$ cat src/rtl/mem_port_arbiter_if.sv
// Core-side and memory-side signal bundle for the fetch/load-store memory port arbiter.
// The arbiter takes the slave view; the core and memory together form the master view.
interface mem_port_arbiter_if;
    logic        i_req;
    logic [31:0] i_addr;
    logic        i_gnt;
    logic        i_rvalid;
    logic [31:0] i_rdata;

    logic        d_req;
    logic        d_we;
    logic [2:0]  d_funct3;
    logic [31:0] d_addr;
    logic [31:0] d_wdata;
    logic        d_gnt;
    logic        d_rvalid;
    logic [31:0] d_rdata;
    logic        d_err;

    logic        m_we;
    logic [31:0] m_a;
    logic [31:0] m_wd;
    logic [3:0]  m_wm;
    logic [31:0] m_rd;

    modport slave (
        input  i_req, i_addr,
        output i_gnt, i_rvalid, i_rdata,
        input  d_req, d_we, d_funct3, d_addr, d_wdata,
        output d_gnt, d_rvalid, d_rdata, d_err,
        output m_we, m_a, m_wd, m_wm,
        input  m_rd
    );

    modport master (
        output i_req, i_addr,
        input  i_gnt, i_rvalid, i_rdata,
        output d_req, d_we, d_funct3, d_addr, d_wdata,
        input  d_gnt, d_rvalid, d_rdata, d_err,
        input  m_we, m_a, m_wd, m_wm,
        output m_rd
    );
endinterface

$ cat src/rtl/mem_port_arbiter.sv
// Arbitrates a single-ported byte-masked memory between instruction fetch and load/store,
// with store lane steering, load extension and registered one-cycle responses.
module mem_port_arbiter #(
    parameter int STARVE_MAX = 4
) (
    input  logic              clk,
    input  logic              reset,
    mem_port_arbiter_if.slave bus
);

    localparam logic [3:0] STARVE_LIM = 4'(STARVE_MAX);

    logic [3:0]  starve_cnt_reg;
    logic [3:0]  starve_cnt_next;
    logic        i_rvalid_reg;
    logic [31:0] i_rdata_reg;
    logic        d_rvalid_reg;
    logic [31:0] d_rdata_reg;
    logic        d_err_reg;

    logic        starve_hit;
    logic        i_gnt;
    logic        d_gnt;

    logic [1:0]  off;
    logic        is_byte;
    logic        is_half;
    logic        is_word;
    logic        is_unsigned;
    logic        f3_legal;
    logic        misaligned;
    logic        d_err_now;
    logic        legal_store;

    logic [3:0]  base_mask;
    logic [3:0]  lane_mask;
    logic [31:0] lane_wd;
    logic [7:0]  rd_byte [4];
    logic [7:0]  sel_byte;
    logic [15:0] sel_half;
    logic [31:0] load_val;

    logic        m_we;
    logic [31:0] m_a;
    logic [31:0] m_wd;
    logic [3:0]  m_wm;

    assign off = bus.d_addr[1:0];

    // Grants are suppressed during reset so nothing is written and no response is queued.
    assign starve_hit = (starve_cnt_reg == STARVE_LIM);
    assign i_gnt      = !reset && bus.i_req && (!bus.d_req || starve_hit);
    assign d_gnt      = !reset && bus.d_req && !i_gnt;

    always_comb begin
        starve_cnt_next = starve_cnt_reg;
        if (i_gnt || !bus.i_req) begin
            starve_cnt_next = 4'd0;
        end else if (d_gnt && !starve_hit) begin
            starve_cnt_next = starve_cnt_reg + 4'd1;
        end
    end

    always_comb begin
        is_byte     = 1'b0;
        is_half     = 1'b0;
        is_word     = 1'b0;
        is_unsigned = 1'b0;
        f3_legal    = 1'b0;
        case (bus.d_funct3)
            3'b000: begin is_byte = 1'b1; f3_legal = 1'b1; end
            3'b001: begin is_half = 1'b1; f3_legal = 1'b1; end
            3'b010: begin is_word = 1'b1; f3_legal = 1'b1; end
            3'b100: begin is_byte = 1'b1; is_unsigned = 1'b1; f3_legal = !bus.d_we; end
            3'b101: begin is_half = 1'b1; is_unsigned = 1'b1; f3_legal = !bus.d_we; end
            default: f3_legal = 1'b0;
        endcase
    end

    assign misaligned  = (is_half && off[0]) || (is_word && (off != 2'b00));
    assign d_err_now   = !f3_legal || misaligned;
    assign legal_store = bus.d_we && !d_err_now;

    always_comb begin
        base_mask = 4'b0000;
        if (is_byte) begin
            base_mask = 4'b0001;
        end else if (is_half) begin
            base_mask = 4'b0011;
        end else if (is_word) begin
            base_mask = 4'b1111;
        end
    end

    assign lane_mask = base_mask << off;

    // Store data is replicated across lanes so the mask alone picks the destination bytes.
    generate
        for (genvar gi = 0; gi < 4; gi++) begin : g_lane
            assign rd_byte[gi] = bus.m_rd[8*gi +: 8];
            assign lane_wd[8*gi +: 8] = is_byte ? bus.d_wdata[7:0] :
                                        is_half ? bus.d_wdata[8*(gi%2) +: 8] :
                                                  bus.d_wdata[8*gi +: 8];
        end
    endgenerate

    assign sel_byte = rd_byte[off];
    assign sel_half = off[1] ? bus.m_rd[31:16] : bus.m_rd[15:0];

    always_comb begin
        load_val = bus.m_rd;
        if (is_byte) begin
            load_val = {{24{!is_unsigned && sel_byte[7]}}, sel_byte};
        end else if (is_half) begin
            load_val = {{16{!is_unsigned && sel_half[15]}}, sel_half};
        end
    end

    always_comb begin
        m_we = 1'b0;
        m_a  = 32'h0;
        m_wd = 32'h0;
        m_wm = 4'b0000;
        if (i_gnt) begin
            m_a = bus.i_addr;
        end else if (d_gnt) begin
            m_a = bus.d_addr;
            if (bus.d_we) begin
                m_wd = lane_wd;
            end
            if (legal_store) begin
                m_we = 1'b1;
                m_wm = lane_mask;
            end
        end
    end

    always_ff @(posedge clk) begin
        if (reset) begin
            starve_cnt_reg <= 4'd0;
            i_rvalid_reg   <= 1'b0;
            i_rdata_reg    <= 32'h0;
            d_rvalid_reg   <= 1'b0;
            d_rdata_reg    <= 32'h0;
            d_err_reg      <= 1'b0;
        end else begin
            starve_cnt_reg <= starve_cnt_next;
            i_rvalid_reg   <= i_gnt;
            d_rvalid_reg   <= d_gnt;
            d_err_reg      <= d_gnt && d_err_now;
            if (i_gnt) begin
                i_rdata_reg <= bus.m_rd;
            end
            if (d_gnt) begin
                d_rdata_reg <= (bus.d_we || d_err_now) ? 32'h0 : load_val;
            end
        end
    end

    assign bus.i_gnt    = i_gnt;
    assign bus.i_rvalid = i_rvalid_reg;
    assign bus.i_rdata  = i_rdata_reg;
    assign bus.d_gnt    = d_gnt;
    assign bus.d_rvalid = d_rvalid_reg;
    assign bus.d_rdata  = d_rdata_reg;
    assign bus.d_err    = d_err_reg;
    assign bus.m_we     = m_we;
    assign bus.m_a      = m_a;
    assign bus.m_wd     = m_wd;
    assign bus.m_wm     = m_wm;

endmodule
$ cat src/flat_wrapper.sv
// flat-port wrapper written by rule: the top's interface ports become plain ports
module mem_port_arbiter_flat 
#(
    parameter int STARVE_MAX = 4
)
  (clk, reset, bus_i_req, bus_i_addr, bus_i_gnt, bus_i_rvalid, bus_i_rdata, bus_d_req, bus_d_we, bus_d_funct3, bus_d_addr, bus_d_wdata, bus_d_gnt, bus_d_rvalid, bus_d_rdata, bus_d_err, bus_m_we, bus_m_a, bus_m_wd, bus_m_wm, bus_m_rd);
  mem_port_arbiter_if bus_i ();
  input  logic clk;
  input  logic reset;
  input wire logic [$bits(bus_i.i_req)-1:0] bus_i_req;
  input wire logic [$bits(bus_i.i_addr)-1:0] bus_i_addr;
  output wire logic [$bits(bus_i.i_gnt)-1:0] bus_i_gnt;
  output wire logic [$bits(bus_i.i_rvalid)-1:0] bus_i_rvalid;
  output wire logic [$bits(bus_i.i_rdata)-1:0] bus_i_rdata;
  input wire logic [$bits(bus_i.d_req)-1:0] bus_d_req;
  input wire logic [$bits(bus_i.d_we)-1:0] bus_d_we;
  input wire logic [$bits(bus_i.d_funct3)-1:0] bus_d_funct3;
  input wire logic [$bits(bus_i.d_addr)-1:0] bus_d_addr;
  input wire logic [$bits(bus_i.d_wdata)-1:0] bus_d_wdata;
  output wire logic [$bits(bus_i.d_gnt)-1:0] bus_d_gnt;
  output wire logic [$bits(bus_i.d_rvalid)-1:0] bus_d_rvalid;
  output wire logic [$bits(bus_i.d_rdata)-1:0] bus_d_rdata;
  output wire logic [$bits(bus_i.d_err)-1:0] bus_d_err;
  output wire logic [$bits(bus_i.m_we)-1:0] bus_m_we;
  output wire logic [$bits(bus_i.m_a)-1:0] bus_m_a;
  output wire logic [$bits(bus_i.m_wd)-1:0] bus_m_wd;
  output wire logic [$bits(bus_i.m_wm)-1:0] bus_m_wm;
  input wire logic [$bits(bus_i.m_rd)-1:0] bus_m_rd;
  assign bus_i.i_req = bus_i_req;
  assign bus_i.i_addr = bus_i_addr;
  assign bus_i_gnt = bus_i.i_gnt;
  assign bus_i_rvalid = bus_i.i_rvalid;
  assign bus_i_rdata = bus_i.i_rdata;
  assign bus_i.d_req = bus_d_req;
  assign bus_i.d_we = bus_d_we;
  assign bus_i.d_funct3 = bus_d_funct3;
  assign bus_i.d_addr = bus_d_addr;
  assign bus_i.d_wdata = bus_d_wdata;
  assign bus_d_gnt = bus_i.d_gnt;
  assign bus_d_rvalid = bus_i.d_rvalid;
  assign bus_d_rdata = bus_i.d_rdata;
  assign bus_d_err = bus_i.d_err;
  assign bus_m_we = bus_i.m_we;
  assign bus_m_a = bus_i.m_a;
  assign bus_m_wd = bus_i.m_wd;
  assign bus_m_wm = bus_i.m_wm;
  assign bus_i.m_rd = bus_m_rd;
  mem_port_arbiter #(.STARVE_MAX(STARVE_MAX)) u_core (.clk(clk), .reset(reset), .bus(bus_i));
endmodule
$ cat config.mk
export PLATFORM = sky130hd
export DESIGN_NAME = mem_port_arbiter_flat
export DESIGN_NICKNAME = d
export VERILOG_FILES = /design/src/rtl/mem_port_arbiter_if.sv /design/src/rtl/mem_port_arbiter.sv /design/src/flat_wrapper.sv
export SDC_FILE = /design/constraint.sdc
export NUM_CORES = 1
export LEC_CHECK = 0
export ABC_AREA = 1
export CAP_MARGIN = 10
export CORE_MARGIN = 1
export CORE_UTILIZATION = 38
export CTS_BUF_LIST = sky130_fd_sc_hd__clkbuf_4 sky130_fd_sc_hd__clkbuf_8
export CTS_CLUSTER_SIZE = 30
export DETAILED_ROUTE_END_ITERATION = 8
export HOLD_SLACK_MARGIN = 0.02
export PLACE_DENSITY_LB_ADDON = 0.12
export SLEW_MARGIN = 10
export SYNTH_ARGS = -nofsm -noshare
export SYNTH_HDL_FRONTEND = slang
export SYNTH_SLANG_ARGS = --single-unit
$ cat constraint.sdc
create_clock -name clk -period 3.7 [get_ports clk]
set_input_delay 1.11 -clock clk [delete_from_list [all_inputs] [get_ports clk]]
set_output_delay 1.11 -clock clk [all_outputs]
set_load 0.05 [all_outputs]
==> impl_metrics.json, run 1 <==
{
  "cts_buffer_depth": 2,
  "clock.fmax_mhz": 272,
  "fp.dieArea_sq_mm": 0.0113,
  "cpPeakStageDelay_ns": 0.47,
  "cts_tree": "yes",
  "fin_crit_sh_pct": 99.4,
  "crit_path_start": "bus_i_req",
  "p_clk_share_pct": 27.0,
  "overflow": 0,
  "place_congestion": 0.927,
  "p_sw_w": 0.000794,
  "synth_flop_cell": "dfxtp_1",
  "grt_pass1_vias": 5626,
  "viasPerCell": 5.43,
  "vias": 5730,
  "leakage_nw": 3.34,
  "fin_tns_setup_ns": 0,
  "synthTopCellsByArea": "dfxtp_1, nand2_1, a21oi_1",
  "grt_max_degree": 66,
  "worst-r2r-cell-count": 11,
  "ys_ff_latch": 71,
  "synth_edf_count": 0,
  "die_x_um": 106,
  "dr.pass1.iters": 5,
  "fin_nets": 1053,
  "cp.arrival_ns": 2.57,
  "syn-num-nets": 775,
  "p_seq_share_pct": 34.9,
  "ant_nets": 0,
  "synth_top_area_share_pct": 34.4,
  "rsz0062_at_grt": "true",
  "setup_viol": 0,
  "initial_core_util_pct": 39.7,
  "tightest_slew_ns": 0.658,
  "status": "complete, no violations",
  "cp.depth": 9,
  "instances_no_fill": 1056,
  "hpwl_mm": 14.8,
  "area.sequential_sq_mm": 0.00142,
  "clk_latency_ns": 0.36,
  "finalClockSkew_ns": 0.00816,
  "wire_per_inst_um": 18.6,
  "cp_common_cell": "buf_12",
  "finalPower_w": 0.00228,
  "netSwitchingFraction_pct": 34.9,
  "drc": 0,
  "r2r_start": "u_core.starve_cnt_reg[0]$_SDFFE_PP0P_",
  "place_inst": 1035,
  "globalRouteTotalUtil_pct": 34.4,
  "cts.sinks": 71,
  "critPathTopFamily": "buffers and inverters",
  "async_reset_ff_share_pct": 0,
  "avgSynthCellArea_sq_um": 6.48,
  "ff2ff_setup_slack_ns": 1.38,
  "nFillCells": 677,
  "yosysWarnings": 0,
  "min_period_ns": 3.68,
  "combPwrFrac_pct": 38.1,
  "worstSetupPathType": "primary input to primary output",
  "cts_root_buffer": "clkbuf_8",
  "multi_input_area_sq_mm": 0.00257,
  "p_int_w": 0.00148,
  "grt_pass1_wl_mm": 29.6,
  "relSlewSlack_pct": 56.1,
  "drive_above_1_share_pct": 20.3,
  "core_sq_mm": 0.0104,
  "path_clk_slew_ns": 0.08,
  "ios": 274,
  "numCtsBuffers": 9,
  "hp-class": "flop to flop",
  "cpMaxStageDelayCell": "clkdlybuf4s50_1",
  "power_per_cell_area_mw_per_mm2": 272,
  "crit_end": "bus_m_a[16]",
  "peakVddDrop_mv": 0.186,
  "die_h_um": 106,
  "rows": 37,
  "critPathBufInv": 5,
  "finalMaxSlewViolations": 0,
  "area_growth_pct": 102,
  "synth_cell_types": 24,
  "cts-htree-levels": 3,
  "antenna_found_initial": 1,
  "wl_mm": 19.6,
  "crit_path_max_fanout": 31,
  "cp-start-kind": "primary input",
  "r2r_end": "u_core.bus.d_rdata[5]$_SDFFE_PP0N_",
  "drv_cap": 0,
  "syn_area_sq_mm": 0.00413,
  "syn_inst": 637,
  "endpoint_kind": "primary output",
  "synth.most_common_cell": "nand2_1",
  "ys_top_cells_by_count": "nand2_1, nor2_1, a21oi_1",
  "path_cells": "clkdlybuf4s50_1 -> inv_2 -> nor2_2 -> nand2_2 -> nand2_4 -> inv_6 -> buf_12 -> a22o_4 -> buf_12",
  "drt_iter0_markers": 478,
  "hold_slack_ns": 0.465,
  "synth-seq-area-share_pct": 34.4,
  "crit_required_ns": 2.59,
  "io_buffers": 273,
  "finalHoldViolations": 0,
  "yosysTopAreaCell": "dfxtp_1"
}
[cell families (layout without fill, tap and decap cells)]
family,Yosys count,in the layout,share of synthesized area [%]
AOI/OAI and AO/OA,133,133,20.2
xor gates and xnor gates,1,1,0.212
adders and majority gates,2,2,0.606
buffers and inverters,81,363,9.54
DFF,71,71,34.4
other,0,1,0
and+or+nand+nor,349,349,35.0
[layer usage]
metal / vias to the layer above / global-route usage, % / part of all wire (%)
li1: 2665 / - / -
met1: 2660 / 40.1 / 37
met2: 348 / 58.0 / 48
met3: 57 / 10.5 / 11
met4: 0 / 14.4 / 3.7
met5: - / 0 / 0
[worst min-delay path by stage]
stage	from	to	slack, ns	cells after the start
5_1_grt	u_core.bus.d_rdata[0]$_SDFFE_PP0N_	u_core.bus.d_rdata[0]$_SDFFE_PP0N_	0.48	2
6_report	u_core.bus.i_rdata[19]$_SDFFE_PP0P_	u_core.bus.i_rdata[19]$_SDFFE_PP0P_	0.47	2
2_1_floorplan	u_core.starve_cnt_reg[0]$_SDFFE_PP0P_	u_core.starve_cnt_reg[0]$_SDFFE_PP0P_	0.43	1
3_5_place_dp	u_core.bus.i_rdata[19]$_SDFFE_PP0P_	u_core.bus.i_rdata[19]$_SDFFE_PP0P_	0.46	2
4_1_cts	u_core.bus.i_rdata[19]$_SDFFE_PP0P_	u_core.bus.i_rdata[19]$_SDFFE_PP0P_	0.47	2
3_3_place_gp	u_core.starve_cnt_reg[0]$_SDFFE_PP0P_	u_core.starve_cnt_reg[0]$_SDFFE_PP0P_	0.44	1
[stage by stage]
| stage | worst slack (ns) | area [sq um] | utilization [%] |
|---|---|---|---|
| floorplan | -0.228 | 4140 | - |
| global placement | -0.216 | 7800 | 74.9 |
| detailed placement | -0.276 | 7800 | 74.9 |
| CTS | 0.00800 | 8270 | 79.4 |
| global route | -0.0196 | 8360 | 80.2 |
| finish | 0.0225 | 8360 | 80.2 |
[worst register-to-register path: cells and delay by family (launching register included)]
kind / cells / cell delay [ns]
AOI/OAI and AO/OA: 1 / 0.19
DFF: 1 / 0.39
adders and majority gates: 1 / 0.21
and+or+nand+nor: 6 / 0.77
buffers and inverters: 3 / 0.68
[layout by cell type (no fill, tap or decap), types with 23 or more instances in the layout]
| master | count |
|---|---|
| a21oi_1 | 79 |
| clkdlybuf4s50_1 | 194 |
| buf_12 | 76 |
| nand2_1 | 182 |
| buf_4 | 34 |
| a22o_1 | 24 |
| dfxtp_1 | 71 |
| nor2_1 | 64 |
| inv_1 | 23 |
| nand3_1 | 64 |
[power groups by stage]
| stage | Sequential [W] | Clock, W | Combinational [W] |
|---|---|---|---|
| 2_1_floorplan | 0.000881 | 0 | 0.000321 |
| 3_3_place_gp | 0.000812 | 0 | 0.000806 |
| 3_5_place_dp | 0.000812 | 0 | 0.000814 |
| 4_1_cts | 0.000795 | 0.000615 | 0.000848 |
| 5_1_grt | 0.000797 | 0.000657 | 0.000907 |
| 6_report | 0.000795 | 0.000614 | 0.000868 |
[area by class of cell]
cell class	count	share of cell area [%]
Clock buffer	9	1.48
Sequential cell	71	17.0
Inverter	32	1.50
Antenna cell	1	0.0299
Multi-Input combinational cell	485	30.8
Clock inverter	6	0.734
Timing Repair Buffer	316	46.4
Tap cell	136	2.04
[what timing repair did]
item | in CTS | in global routing
cloned | 2 | 1
gates resized for setup | 59 | 14
pin swaps | 4 | 2
hold buffers | 0 | 0
setup buffers | 2 | 0
hold endpoints to repair | 0 | 0
setup endpoints to repair | 68 | 41
Note: power is estimated with default switching activity, not from simulation.
==> run 2, diff against run 1 <==
- SETUP_SLACK_MARGIN: default -> 0.15
==> run 2 against run 1 <==
Worst setup slack improved by 0.028 ns. Sequential share of layout area decreased by 1.2 points. Count of clock-buffer cells in the layout increased by 1. Flip-flop and latch count unchanged. Worst hold slack improved by 0.0015 ns. Via count increased by 13%. Combinational power increased by 12%. Cell area increased by 7.4%. Total power increased by 8.9%. Sequential power about the same. Clock skew about the same. Global-route usage increased by 5.8 points. Critical path type unchanged. Highest routed layer unchanged.
==> impl_metrics.json, run 2 (synthesized netlist as in run 1, its figures left out) <==
{
  "fin_nets": 1090,
  "place_congestion": 0.864,
  "cts_root_buffer": "clkbuf_8",
  "globalRouteTotalUtil_pct": 40.1,
  "worstSetupPathType": "primary input to primary output",
  "cp-start-kind": "primary input",
  "hpwl_mm": 14.8,
  "path_cells": "clkdlybuf4s50_1 -> inv_1 -> nor2_1 -> a221oi_2 -> buf_4 -> nor2_2 -> buf_12",
  "rows": 37,
  "vias": 6466,
  "relSlewSlack_pct": 53.3,
  "area_growth_pct": 117,
  "peakVddDrop_mv": 0.200,
  "antenna_found_initial": 0,
  "r2r_end": "u_core.bus.d_rdata[26]$_SDFFE_PP0N_",
  "ios": 274,
  "critPathBufInv": 4,
  "min_period_ns": 3.65,
  "endpoint_kind": "primary output",
  "critPathTopFamily": "buffers and inverters",
  "die_x_um": 106,
  "worst-r2r-cell-count": 13,
  "grt_pass1_vias": 6261,
  "crit_path_max_fanout": 3,
  "path_clk_slew_ns": 0.08,
  "cts_tree": "yes",
  "dr.pass1.iters": 8,
  "drc": 0,
  "cts_buffer_depth": 2,
  "num_antenna_cells": 0,
  "fin_crit_sh_pct": 98.6,
  "layout_commonest_cell": "clkdlybuf4s50_1",
  "drive_above_1_share_pct": 27.4,
  "overflow": 0,
  "rsz0062_at_grt": "true",
  "min_path_cells": 2,
  "setup_slack_ns": 0.0501,
  "status": "complete, no violations",
  "drt_iter0_markers": 779,
  "tightest_slew_ns": 0.701,
  "fp.dieArea_sq_mm": 0.0113,
  "hold_buffers": 0,
  "crit_path_start": "bus_d_wdata[3]",
  "crit_required_ns": 2.59,
  "final_cell_mix": "clkdlybuf4s50_1, nand2_1, a21oi_1, buf_12, dfxtp_1",
  "power_per_cell_area_mw_per_mm2": 276,
  "cpMaxStageDelayCell": "clkdlybuf4s50_1",
  "grt_pass1_wl_mm": 34.5,
  "wire_per_inst_um": 22.6,
  "core_sq_mm": 0.0104,
  "viasPerCell": 5.92,
  "io_buffers": 273,
  "holdPathEnd": "u_core.bus.i_rdata[6]$_SDFFE_PP0P_",
  "hp-class": "flop to flop",
  "numCtsBuffers": 9,
  "leakage_nw": 3.62,
  "hold_slack_ns": 0.467,
  "initial_core_util_pct": 39.7,
  "die_h_um": 106,
  "clock.fmax_mhz": 274,
  "setup_viol": 0,
  "r2r_start": "u_core.starve_cnt_reg[0]$_SDFFE_PP0P_",
  "finalHoldViolations": 0,
  "cts.sinks": 71,
  "post-place-ws_ns": -0.302,
  "cpPeakStageDelay_ns": 0.43,
  "drv_cap": 0,
  "clk_latency_ns": 0.36,
  "finalMaxSlewViolations": 0,
  "ff2ff_setup_slack_ns": 1.03,
  "finalClockSkew_ns": 0.00778,
  "wl_mm": 24.7,
  "cts-htree-levels": 3,
  "cp.arrival_ns": 2.54,
  "ant_nets": 0,
  "hold_start": "u_core.bus.i_rdata[6]$_SDFFE_PP0P_",
  "grt_max_degree": 66
}
-- run 2: metrics by stage --
stage / area, sq um / TNS (ns) / total power [W] / util, % / std cells
detailed placement: 7930 / -8.30 / 0.00164 / 76.1 / 1046
finish: 8980 / 0 / 0.00248 / 86.2 / 1092
floorplan: 4170 / -0.457 / 0.00121 / - / 637
CTS: 8800 / 0 / 0.00240 / 84.5 / 1088
global placement: 7930 / -5.58 / 0.00163 / 76.1 / 1046
global route: 8980 / -0.125 / 0.00254 / 86.2 / 1092
-- run 2: power by group --
group | internal (W) | total (W) | switching, W
Combinational | 0.000439 | 0.000976 | 0.000537
Clock | 0.000396 | 0.000708 | 0.000312
Sequential | 0.000784 | 0.000796 | 0.0000120
Total | 0.00162 | 0.00248 | 0.000861
-- run 2: cell type report --
cell class | instances | area (sq um)
Clock buffer | 10 | 138
Clock inverter | 5 | 81.3
Fill cell | 519 | 1440
Inverter | 32 | 130
Multi-Input combinational cell | 485 | 2780
Sequential cell | 71 | 1420
Tap cell | 136 | 170
Timing Repair Buffer | 353 | 4260
-- run 2: how the worst max path moves through the flow --
stage	cells after the start	endpoint	slack [ns]
finish	7	bus_m_wd[27]	0.05
global route	12	bus_m_we	-0.05
CTS	11	bus_m_wm[0]	0.16
detailed placement	10	bus_m_wd[27]	-0.30
global placement	10	bus_m_wd[27]	-0.27
floorplan	8	bus_m_wm[0]	-0.23
-- run 2: layer usage --
| layer | up-vias | global-route usage (%) | part of all wire [%] |
|---|---|---|---|
| li1 | 2745 | - | - |
| met1 | 3011 | 44.3 | 34 |
| met2 | 553 | 69.2 | 48 |
| met3 | 157 | 10.2 | 10 |
| met4 | 0 | 23.7 | 7.9 |
| met5 | - | 0 | 0 |
-- run 2: worst reg2reg max path: stages (launching register included) --
cell	delay, ns
dfxtp_1	0.41
inv_1	0.08
ha_1	0.22
nand3_1	0.14
nand2_2	0.08
nand2_2	0.09
buf_4	0.12
buf_4	0.12
buf_4	0.30
nand3_1	0.18
nor2_4	0.10
buf_4	0.34
nand3_1	0.16
a21oi_1	0.26
-- run 2: what timing repair did --
action | 4_1_cts | 5_1_grt
resized for setup | 106 | 40
setup buffers | 24 | 3
cloned | 3 | 1
pin swaps | 19 | 17
setup endpoints to repair | 71 | 65
